$ cat src/rtl/morse_round_controller.sv
// Game-round sequencer for the Morse trainer: fetches one ROM pattern per round,
// times the player's answer against a level-dependent window, keeps score.
module morse_round_controller #(
  parameter int ROUNDS       = 8,
  parameter int TICKS_EASY   = 40,
  parameter int TICKS_MEDIUM = 25,
  parameter int TICKS_HARD   = 15,
  parameter int SCORE_W      = 4
) (
  input  logic               clk,
  input  logic               rst,
  input  logic               LoggedIn_easy,
  input  logic               LoggedIn_medium,
  input  logic               LoggedIn_hard,
  input  logic               start,
  input  logic               tick,
  output logic               rom_en,
  output logic [4:0]         rom_addr,
  input  logic [7:0]         rom_data,
  output logic [7:0]         pattern,
  output logic               pattern_valid,
  input  logic               ans_valid,
  input  logic               ans_correct,
  output logic [3:0]         round,
  output logic [SCORE_W-1:0] score,
  output logic               busy,
  output logic               game_over
);

  localparam int TMAX_EM = (TICKS_EASY > TICKS_MEDIUM) ? TICKS_EASY : TICKS_MEDIUM;
  localparam int TMAX    = (TMAX_EM > TICKS_HARD) ? TMAX_EM : TICKS_HARD;
  localparam int TIMER_W = $clog2(TMAX + 1);

  typedef enum logic [2:0] {
    S_IDLE,
    S_FETCH,
    S_WAIT,
    S_ANSWER,
    S_NEXT,
    S_DONE
  } state_t;

  state_t state_q, state_d;

  logic [1:0]         level_q, level_d;
  logic [3:0]         round_q, round_d;
  logic [SCORE_W-1:0] score_q, score_d;
  logic [TIMER_W-1:0] timer_q, timer_d;
  logic [7:0]         pattern_q, pattern_d;
  logic               pv_q, pv_d;
  logic               rom_en_q, rom_en_d;
  logic [4:0]         rom_addr_q, rom_addr_d;
  logic               busy_q, busy_d;
  logic               game_over_q, game_over_d;

  logic [1:0] sel_cnt;
  logic       level_ok;
  logic       logout;
  logic [1:0] sel_level;
  logic       start_ok;
  logic       timer_last;
  logic [3:0] round_inc;

  assign sel_cnt    = {1'b0, LoggedIn_easy} + {1'b0, LoggedIn_medium} + {1'b0, LoggedIn_hard};
  assign level_ok   = (sel_cnt == 2'd1);
  assign logout     = (sel_cnt == 2'd0);
  assign sel_level  = LoggedIn_hard ? 2'd2 : (LoggedIn_medium ? 2'd1 : 2'd0);
  assign start_ok   = start && level_ok;
  assign timer_last = (timer_q == TIMER_W'(1));
  assign round_inc  = round_q + 4'd1;

  always_ff @(posedge clk or negedge rst) begin
    if (!rst) begin
      state_q <= S_IDLE;
    end else begin
      state_q <= state_d;
    end
  end

  // Logout outranks every other transition once a game is under way.
  always_comb begin
    state_d = state_q;
    if (state_q != S_IDLE && logout) begin
      state_d = S_IDLE;
    end else begin
      case (state_q)
        S_IDLE:   if (start_ok) state_d = S_FETCH;
        S_FETCH:  state_d = S_WAIT;
        S_WAIT:   state_d = S_ANSWER;
        S_ANSWER: if (ans_valid || (tick && timer_last)) state_d = S_NEXT;
        S_NEXT:   state_d = (round_inc == 4'(ROUNDS)) ? S_DONE : S_FETCH;
        S_DONE:   if (start_ok) state_d = S_FETCH;
        default:  state_d = S_IDLE;
      endcase
    end
  end

  always_comb begin
    level_d     = level_q;
    round_d     = round_q;
    score_d     = score_q;
    timer_d     = timer_q;
    pattern_d   = pattern_q;
    pv_d        = pv_q;
    rom_en_d    = 1'b0;
    rom_addr_d  = rom_addr_q;
    busy_d      = (state_d != S_IDLE);
    game_over_d = (state_d == S_DONE);

    if (state_q != S_IDLE && logout) begin
      pv_d    = 1'b0;
      score_d = '0;
      round_d = '0;
    end else begin
      case (state_q)
        S_IDLE, S_DONE: begin
          if (start_ok) begin
            level_d = sel_level;
            round_d = '0;
            score_d = '0;
          end
        end
        S_WAIT: begin
          pattern_d = rom_data;
          pv_d      = 1'b1;
          case (level_q)
            2'd1:    timer_d = TIMER_W'(TICKS_MEDIUM);
            2'd2:    timer_d = TIMER_W'(TICKS_HARD);
            default: timer_d = TIMER_W'(TICKS_EASY);
          endcase
        end
        S_ANSWER: begin
          // An answer arriving with the expiring tick still counts.
          if (ans_valid) begin
            pv_d = 1'b0;
            if (ans_correct && score_q != {SCORE_W{1'b1}}) begin
              score_d = score_q + SCORE_W'(1);
            end
          end else if (tick) begin
            timer_d = timer_q - TIMER_W'(1);
            if (timer_last) pv_d = 1'b0;
          end
        end
        S_NEXT: begin
          pv_d    = 1'b0;
          round_d = round_inc;
        end
        default: ;
      endcase
    end

    if (state_d == S_FETCH) begin
      rom_en_d   = 1'b1;
      rom_addr_d = {level_d, round_d[2:0]};
    end
  end

  always_ff @(posedge clk or negedge rst) begin
    if (!rst) begin
      level_q     <= '0;
      round_q     <= '0;
      score_q     <= '0;
      timer_q     <= '0;
      pattern_q   <= '0;
      pv_q        <= 1'b0;
      rom_en_q    <= 1'b0;
      rom_addr_q  <= '0;
      busy_q      <= 1'b0;
      game_over_q <= 1'b0;
    end else begin
      level_q     <= level_d;
      round_q     <= round_d;
      score_q     <= score_d;
      timer_q     <= timer_d;
      pattern_q   <= pattern_d;
      pv_q        <= pv_d;
      rom_en_q    <= rom_en_d;
      rom_addr_q  <= rom_addr_d;
      busy_q      <= busy_d;
      game_over_q <= game_over_d;
    end
  end

  assign rom_en        = rom_en_q;
  assign rom_addr      = rom_addr_q;
  assign pattern       = pattern_q;
  assign pattern_valid = pv_q;
  assign round         = round_q;
  assign score         = score_q;
  assign busy          = busy_q;
  assign game_over     = game_over_q;

endmodule

$ cat config.mk
export PLATFORM = sky130hd
export DESIGN_NAME = morse_round_controller
export DESIGN_NICKNAME = d
export VERILOG_FILES = /design/src/rtl/morse_round_controller.sv
export SDC_FILE = /design/constraint.sdc
export NUM_CORES = 1
export LEC_CHECK = 0
export BUFFER_PORTS_ARGS = -buffer_cell sky130_fd_sc_hd__buf_2
export CAP_MARGIN = 20
export CELL_PAD_IN_SITES_DETAIL_PLACEMENT = 1
export CELL_PAD_IN_SITES_GLOBAL_PLACEMENT = 1
export CORE_UTILIZATION = 42
export DETAILED_ROUTE_END_ITERATION = 8
export GPL_TIMING_DRIVEN = 0
export PLACE_DENSITY = 0.78
export SYNTH_ARGS = -nofsm -noshare
export SYNTH_HDL_FRONTEND = slang
export SYNTH_SLANG_ARGS = --single-unit
$ cat constraint.sdc
create_clock -name clk -period 2.3 [get_ports clk]
set_clock_uncertainty 0.2 [all_clocks]
set_input_delay 0.23 -clock clk [delete_from_list [all_inputs] [get_ports clk]]
set_output_delay 0.23 -clock clk [all_outputs]
set_load 0.01 [all_outputs]
==> qor.csv, run 1 <==
metric,value,unit
setup_viol,0,
antenna_found_initial,0,
synthCells,200,
min-delay-path-class,input pin to flip-flop,
area_delta_synth_final,24.2,%
postSynth.asyncResetShare,100,%
rr_startpoint,state_q[2]$_DFF_PN0_,
power_frac_clock,16.2,%
grt_max_degree,37,
insertion_delay,0.30,ns
viasPerCell,5.39,
n_antenna_cell,0,
startpoint_type,input pin,
layout-drive-gt1-share,32.7,%
worstHoldStart,LoggedIn_medium,
p_leak,0.00120,µW
drcViolationCount,0,
synth-edff-count,0,
rr_worst_depth,5,
grt_pass1_wl,8850,µm
num_vias,1764,
critPathArrivalTime,2.20,ns
initial_utilization,43.9,%
io_buffers,41,
drt_iter0_drc,42,
hold_viol,0,
yosysSeqAreaShare,43.5,%
slowest_stage,fa_2,
synthFlopType,dfrtp_1,
synth_area,2070,µm²
hold_path_end,level_q[0]$_DFF_PN0_,
synth_top_area_cell,dfrtp_1,
cts_tree,yes,
p_total,2990,µW
grt_pass1_vias,1815,
place_congestion,0.805,
synth_nets,225,
dieWidth,72.2,µm
gr-total-overflow,0,
netSwitchingPower,1260,µW
drv_slew,0,
post-route-util,54.5,%
clock-sinks,36,
max_freq,0.453,GHz
crit_path_max_fanout,8,
synth_top_cells_by_area,"dfrtp_1, mux2_2, ha_1",
comb_power_share,47.7,%
hpwl,3580,µm
synth.most_common_cell,dfrtp_1,
nets,284,
coreArea,4720,µm²
grt_use_total,22.4,%
reg2reg_to,score[3]$_DFFE_PN0P_,
p_sw_share,42.1,%
power.internal,1730,µW
cts.clk_slew.worst_paths,0.09,ns
holdWs,0.00404,ns
wl_per_cell,16.4,µm
finalSetupTns,0,ns
yosys_warnings,0,
path_class,input pin to flip-flop,
fin_crit,2.21,ns
relSlewSlack,44.6,%
synth_seq_cells,36,
hold_depth,3,
fp.dieH,72.2,µm
cts_buffer_depth,2,
outcome,"finished, final reports clean",
min_period_over_period,96.0,%
synth_common_cells,"dfrtp_1, inv_1, nand2_1",
ir_worst_vdd,678,µV
placementRows,25,
ioPinCount,42,
r2r_slack,0.15,ns
first_pass_iters,6,
power.density,1160,nW/µm²
cap_violations,0,
cts-root-buf,clkbuf_8,
cp-end-kind,flip-flop,
max_slew.worst_pin.slew,0.830,ns
ys_types,56,
rsz0062_at_grt,false,
synth_top_cell_area_share,43.5,%
cp_cell_sequence,"buf_2, inv_1, fa_2, nand3b_4, and4_4, nor4_4, buf_4, mux2_2",
slowest_delay,0.53,ns
numCtsBuffers,5,
avgSynthCellArea,10.4,µm²
ant_nets,0,
cp.required,2.30,ns
die_area,5220,µm²
wirelength,5380,µm
p_seq_share,36.0,%
h-tree-depth,2,
## critical path: cells and delay by family
family        cells  cell delay (ns)
fa+ha+maj         1             0.53
buf+inv           3             0.38
mux               1             0.34
simple gates      3             0.72
## registers in the layout (all words and copies together) (netlist names)
name and cells:
busy 1, game_over 1, level_q 2, pattern 8, pattern_valid 1, rom_addr 5
rom_en 1, round 4, score 4, state_q 3, timer_q 6
## layer usage
metal  routed length, µm  part of all wire, %  track usage [%]  vias to the layer above
met1                2450                   46             28.0                      869
met5                   0                    0                0                        -
li1                    -                    -                -                      840
met2                2610                   48             38.2                       46
met3                 237                  4.4             5.42                        9
met4                  80                  1.5             7.41                        0
## stage by stage
stage	worst slack [ns]	cells	cell area (µm²)
5_1_grt	0.00903	327	2570
4_1_cts	0.0399	327	2560
3_3_place_gp	-0.347	308	2360
3_5_place_dp	-0.378	308	2360
2_1_floorplan	0.0362	200	2080
6_report	0.0924	327	2570
## worst max-delay path by stage
stage	cells after the start	start	endpoint
floorplan	6	LoggedIn_easy	rom_addr[0]$_DFFE_PN0N_
global placement	7	LoggedIn_easy	rom_addr[4]$_DFFE_PN0N_
detailed placement	7	LoggedIn_easy	rom_addr[4]$_DFFE_PN0N_
CTS	8	LoggedIn_easy	rom_addr[4]$_DFFE_PN0N_
global route	8	LoggedIn_hard	rom_addr[4]$_DFFE_PN0N_
finish	8	LoggedIn_hard	rom_addr[4]$_DFFE_PN0N_
## kinds of logic after synthesis
kind of cell | Yosys count | share of synthesized area (%)
and+or+nand+nor | 64 | 19.0
AOI/OAI and AO/OA | 50 | 17.4
DFF | 36 | 43.5
buffers and inverters | 22 | 4.65
muxes | 17 | 8.94
adders and majority gates | 9 | 5.68
xor gates and xnor gates | 2 | 0.846
## cell type report
| cell class | count | area (µm²) |
|---|---|---|
| sequential | 36 | 901 |
| fill | 527 | 2150 |
| buffer | 8 | 43.8 |
| clock buffer | 5 | 68.8 |
| timing repair buffer | 52 | 310 |
| clock inverter | 3 | 23.8 |
| inverter | 14 | 52.6 |
| multi-input combinational | 142 | 1090 |
| tap | 67 | 83.8 |
## what timing repair did
action / CTS / global route
endpoints found under the setup margin: 3 / 6
hold buffers: 9 / 0
gates cloned: 0 / 0
pin swaps: 1 / 0
endpoints found under the hold margin: 44 / 0
buffers inserted: 2 / 0
gates resized for setup: 0 / 2
## layout by cell type (no fill, tap or decap), types with 6 or more instances in the layout
cell type,synthesis,routed
nand3_1,10,10
a21oi_1,9,8
nand2_1,13,13
o21ai_0,9,8
inv_1,14,14
dfrtp_1,36,36
ha_1,7,7
buf_2,2,43
dlygate4sd3_1,0,9
nor3_1,6,6
nor2_1,11,11
mux2_2,12,12
## power groups by stage
stage / clock network, µW / logic, µW / registers (µW)
floorplan: 0 / 888 / 1130
global placement: 0 / 1350 / 1070
detailed placement: 0 / 1380 / 1080
CTS: 491 / 1410 / 1080
global route: 510 / 1580 / 1110
finish: 485 / 1430 / 1080
(Power assumes the default switching activity.)
==> run 2: changes to the inputs <==
- BUFFER_PORTS_ARGS: -buffer_cell sky130_fd_sc_hd__buf_2 -> -buffer_cell sky130_fd_sc_hd__buf_4
==> qor.csv, run 2 (same netlist as run 1, synthesis figures left out) <==
metric,value,unit,change
cp-end-kind,flip-flop,,
path_depth,8,,unchanged
drv_slew,0,,unchanged
drcViolationCount,0,,unchanged
slowest_stage,fa_2,,
max_slew.worst_pin.slew,0.544,ns,-0.286 ns
grt_pass1_vias,1836,,+1.2%
crit_path_max_fanout,8,,unchanged
placementRows,25,,unchanged
grt_use_total,23.5,%,+1.0 points
initial_utilization,43.9,%,unchanged
met3_usage,5.00,%,-0.42 points
cap_violations,0,,unchanged
coreArea,4720,µm²,unchanged
grt_max_degree,37,,unchanged
drt_iter0_drc,81,,+93%
relSlewSlack,63.7,%,+19 points
power.density,1200,nW/µm²,+3.0%
cp.required,2.29,ns,about the same
ioPinCount,42,,unchanged
viasPerCell,5.38,,-0.36%
grt_pass1_wl,9350,µm,+5.6%
die_area,5220,µm²,unchanged
critPathArrivalTime,2.23,ns,+0.03 ns
insertion_delay,0.30,ns,about the same
hpwl,3680,µm,+2.6%
cp_cell_sequence,"buf_4, inv_1, fa_2, nand3b_4, and4_4, nor4_4, buf_4, mux2_2",,
slowest_delay,0.53,ns,about the same
cts_buffer_depth,2,,unchanged
max_freq,0.447,GHz,-1.4%
most-common-layout-cells,"buf_4, dfrtp_1, inv_1",,
first_pass_iters,5,,-1
antenna_found_initial,0,,unchanged
hold_depth,3,,unchanged
startpoint_type,input pin,,
crit_family,simple AND/OR/NAND/NOR gates,,
placed_area,2470,µm²,+4.3%
worst-path-buf-inv,3,,unchanged
rsz0062_at_grt,false,,
num_vias,1763,,-0.057%
ir_worst_vdd,569,µV,-16%
layout_commonest_cell,buf_4,,
n_fill_cell,530,,+0.57%
fin_crit,2.24,ns,+0.0318 ns
min_period_over_period,97.4,%,+1.4 points
io_buffers,41,,unchanged
dieWidth,72.2,µm,unchanged
grtUsageMet1,29.2,%,+1.3 points
top_usage_layer,met2,,
clock-sinks,36,,unchanged
outcome,"finished, final reports clean",,
numCtsBuffers,5,,unchanged
dpl.cell_count,308,,unchanged
wl_per_cell,17.6,µm,+7.3%
nets,285,,+0.35%
cpMostUsedCell,buf_4,,
cts-root-buf,clkbuf_8,,
cts.clk_slew.worst_paths,0.09,ns,about the same
cts_tree,yes,,
fp.dieH,72.2,µm,unchanged
setup_viol,0,,unchanged
hold_viol,0,,unchanged
wirelength,5790,µm,+7.7%
ant_nets,0,,unchanged
design_area,2710,µm²,+5.2%
instances_no_fill,328,,+0.31%
rr_worst_depth,5,,unchanged
largest_reg_flops,8,,unchanged
gr-total-overflow,0,,unchanged
p_leak,0.00125,µW,+3.7%
layout-drive-gt1-share,33.0,%,+0.26 points
place_congestion,0.776,,-3.5%
area_delta_synth_final,30.6,%,
grt_use_met2,41.2,%,+3.0 points
n_antenna_cell,0,,unchanged
path_class,input pin to flip-flop,,
h-tree-depth,2,,unchanged
min-delay-path-class,input pin to flip-flop,,
==> run 2: through the flow <==
| stage | power, µW | setup slack (ns) | TNS [ns] | utilization [%] | hold WS [ns] |
|---|---|---|---|---|---|
| 2_1_floorplan | 2010 | 0.0362 | 0 | - | -0.266 |
| 3_3_place_gp | 2520 | -0.366 | -3.65 | 52.2 | 0.0219 |
| 3_5_place_dp | 2580 | -0.404 | -4.32 | 52.2 | 0.0231 |
| 4_1_cts | 3210 | 0.0192 | 0 | 57.1 | 0.0213 |
| 5_1_grt | 3450 | 0.0233 | 0 | 57.3 | 0.0316 |
| 6_report | 3240 | 0.0606 | 0 | 57.3 | 0.0262 |
==> run 2: path summary, 6_finish.rpt <==
kind,slack (ns),from,to
setup reg to reg,0.13,state_q[0]$_DFF_PN0_,pattern[6]$_DFFE_PN0P_
hold reg to reg,0.32,pattern[5]$_DFFE_PN0P_,pattern[5]$_DFFE_PN0P_
min in group asynchronous,0.23,rst,busy$_DFF_PN0_
max in group asynchronous,1.33,rst,timer_q[4]$_DFFE_PN0P_
setup / recovery,0.06,LoggedIn_hard,rom_addr[3]$_DFFE_PN0N_
hold / removal,0.03,LoggedIn_medium,level_q[0]$_DFF_PN0_
==> run 2: where the power goes <==
group / switching, µW / internal (µW)
Clock: 268 / 327
Combinational: 819 / 730
Sequential: 207 / 884
==> run 2: timing repair <==
action                                  in CTS  in global routing
hold endpoints to repair                    44                  0
endpoints found under the setup margin       3                  7
buffers inserted                             3                  0
gates resized for setup                      0                  2
pin swaps                                    1                  0
hold buffers                                 9                  0
==> run 2: area by class of cell <==
type / count / area (µm²) / share of cell area, %
multi-input cells: 142 / 1090 / 40.2
well taps: 67 / 83.8 / 3.10
flip-flops and latches: 36 / 901 / 33.3
repair buffers: 53 / 420 / 15.5
clock inverters: 3 / 46.3 / 1.71
plain buffers: 8 / 43.8 / 1.62
inverters: 14 / 52.6 / 1.94
clock buffers: 5 / 68.8 / 2.54
==> run 2: routing by layer <==
metal,part of all wire (%),vias to the layer above,wire [µm]
li1,-,845,-
met1,43,859,2510
met2,51,49,2970
met3,3.8,10,221
met4,1.5,0,84
met5,0,-,0
==> run 2: worst min-delay path, delay by kind of cell <==
kind                   cells  cell delay (ns)
buffers and inverters      1             0.11
multiplexers               1             0.07
AND/OR/NAND/NOR            1             0.05
==> run 3: changes to the inputs <==
- CAP_MARGIN: 20 -> unset
- CORE_UTILIZATION: 42 -> 44
- CTS_BUF_LIST: unset -> sky130_fd_sc_hd__clkbuf_4 sky130_fd_sc_hd__clkbuf_8
- CTS_CLUSTER_SIZE: unset -> 14
- PLACE_DENSITY: 0.78 -> 0.81
==> qor.csv, run 3 (same netlist as run 1, synthesis figures left out) <==
metric,value,unit,change
outcome,"finished, violations left",,
violations,DRC,,
slowest_delay,0.51,ns,-0.02 ns
layout-drive-gt1-share,33.0,%,unchanged
dpl.cell_count,293,,-4.9%
path_class,input pin to flip-flop,,
setup_viol,0,,unchanged
die_area,4990,µm²,-4.4%
ir_worst_vdd,767,µV,+35%
insertion_delay,0.31,ns,about the same
num_vias,1819,,+3.2%
cts_buffer_depth,2,,unchanged
hpwl,3800,µm,+3.4%
io_buffers,41,,unchanged
critPathArrivalTime,2.23,ns,about the same
crit_family,simple AND/OR/NAND/NOR gates,,
grt_max_degree,37,,unchanged
max_slew.worst_pin.slew,0.540,ns,-0.00421 ns
place_congestion,0.823,,+6.0%
drt_iter0_drc,88,,+8.6%
numCtsBuffers,5,,unchanged
viasPerCell,5.81,,+8.1%
finalSetupTns,0,ns,unchanged
cts.clk_slew.worst_paths,0.09,ns,about the same
drcViolationCount,8,,+8
first_pass_iters,6,,+1
fp.dieH,70.6,µm,-2.2%
ioPinCount,42,,unchanged
cap_violations,0,,unchanged
layout_commonest_cell,buf_4,,
grt_use_total,27.0,%,+3.5 points
min-delay-path-class,input pin to flip-flop,,
cp-end-kind,flip-flop,,
place_worst_setup_slack,-0.371,ns,+0.0340 ns
initial_utilization,46.6,%,+2.8 points
grt_pass1_vias,2032,,+11%
grt_pass1_wl,10100,µm,+8.0%
ant_nets,0,,unchanged
h-tree-depth,2,,unchanged
placementRows,24,,-4.0%
gr-total-overflow,0,,unchanged
area_delta_synth_final,29.1,%,
fin_crit,2.23,ns,-0.0135 ns
slowest_stage,fa_2,,
cts_tree,yes,,
most-common-layout-cells,"buf_4, dfrtp_1, inv_1",,
largest_reg_flops,8,,unchanged
fin_ws,0.0741,ns,+0.0135 ns
p_leak,0.00123,µW,-1.1%
worst-path-buf-inv,3,,unchanged
power.density,1180,nW/µm²,-1.1%
min_period_over_period,96.8,%,-0.59 points
wl_per_cell,19.4,µm,+10%
cts-root-buf,clkbuf_8,,
nets,285,,unchanged
rsz0062_at_grt,false,,
cp_cell_sequence,"buf_4, inv_1, fa_2, nand3b_4, and4_4, nor4_4, buf_6, mux2_2",,
wirelength,6070,µm,+5.0%
instances_no_fill,313,,-4.6%
drv_slew,0,,unchanged
clock-sinks,36,,unchanged
coreArea,4440,µm²,-5.9%
relSlewSlack,64.0,%,+0.28 points
crit_path_max_fanout,8,,unchanged
startpoint_type,input pin,,
hold_viol,0,,unchanged
antenna_found_initial,0,,unchanged
cp.required,2.30,ns,about the same
holdWs,0.0466,ns,+0.0204 ns
dieWidth,70.6,µm,-2.2%
n_antenna_cell,0,,unchanged
max_freq,0.449,GHz,+0.60%
## run 3: cell types whose count changed in the layout (fill, tap and decap cells not counted)
cell	change
a211oi_1	-1
a211oi_2	+1
buf_4	-2
buf_6	+1
bufinv_16	-1
clkinv_4	+1
clkinvlp_4	+1
dlygate4sd3_1	+1
inv_6	-1
## run 3: metrics by stage
step           util [%]  area, µm²  total power, µW
3_3_place_gp       55.1       2450             2520
4_1_cts            59.6       2650             3090
6_report           60.2       2680             3160
3_5_place_dp       55.1       2450             2580
5_1_grt            60.2       2680             3380
2_1_floorplan         -       2080             2010
## run 3: timing repair
item / 4_1_cts / 5_1_grt
gates resized for setup: 0 / 4
hold endpoints to repair: 45 / 0
hold buffers: 10 / 0
pin swaps: 1 / 1
setup buffers: 1 / 1
setup endpoints to repair: 3 / 7
cloned: 0 / 0
## run 3: worst reg2reg max path: stages, from the launching register on
cell	delay (ns)
dfrtp_1	0.37
buf_2	0.20
nand3b_1	0.42
or4b_1	0.63
xor2_1	0.16
nor2_1	0.05
## run 3: final cells by class
| class | instances | area (µm²) |
|---|---|---|
| Buffer | 8 | 43.8 |
| Clock buffer | 5 | 68.8 |
| Clock inverter | 3 | 23.8 |
| Fill cell | 485 | 1770 |
| Inverter | 14 | 52.6 |
| Multi-Input combinational cell | 142 | 1090 |
| Sequential cell | 36 | 901 |
| Tap cell | 52 | 65.1 |
| Timing Repair Buffer | 53 | 427 |
## run 3: where the power goes
| part | internal, µW | total (µW) | leakage, µW | switching, µW |
|---|---|---|---|---|
| sequential | 884 | 1100 | 0.000448 | 213 |
| clock | 215 | 496 | 0.0000404 | 281 |
| combinational | 729 | 1570 | 0.000745 | 841 |
| total | 1830 | 3160 | 0.00123 | 1340 |
## run 3: final timing paths
check | from | to | slack [ns] | cells after the start
setup / recovery | LoggedIn_hard | rom_addr[3]$_DFFE_PN0N_ | 0.07 | 8
hold / removal | LoggedIn_hard | level_q[0]$_DFF_PN0_ | 0.05 | 4
setup reg to reg | state_q[2]$_DFF_PN0_ | score[3]$_DFFE_PN0P_ | 0.15 | 5
hold reg to reg | rom_addr[0]$_DFFE_PN0N_ | rom_addr[0]$_DFFE_PN0N_ | 0.32 | 1
max in group asynchronous | rst | round[2]$_DFF_PN0_ | 1.34 | 2
min in group asynchronous | rst | score[1]$_DFFE_PN0P_ | 0.21 | 2
## run 3: layer usage
metal  vias up  global-route usage, %  part of all wire [%]
met5         -                      0                     0
met4         0                   12.4                   3.4
met3        17                   7.26                   4.7
met2        53                   49.5                    52
met1       899                   29.1                    40
li1        850                      -                     -
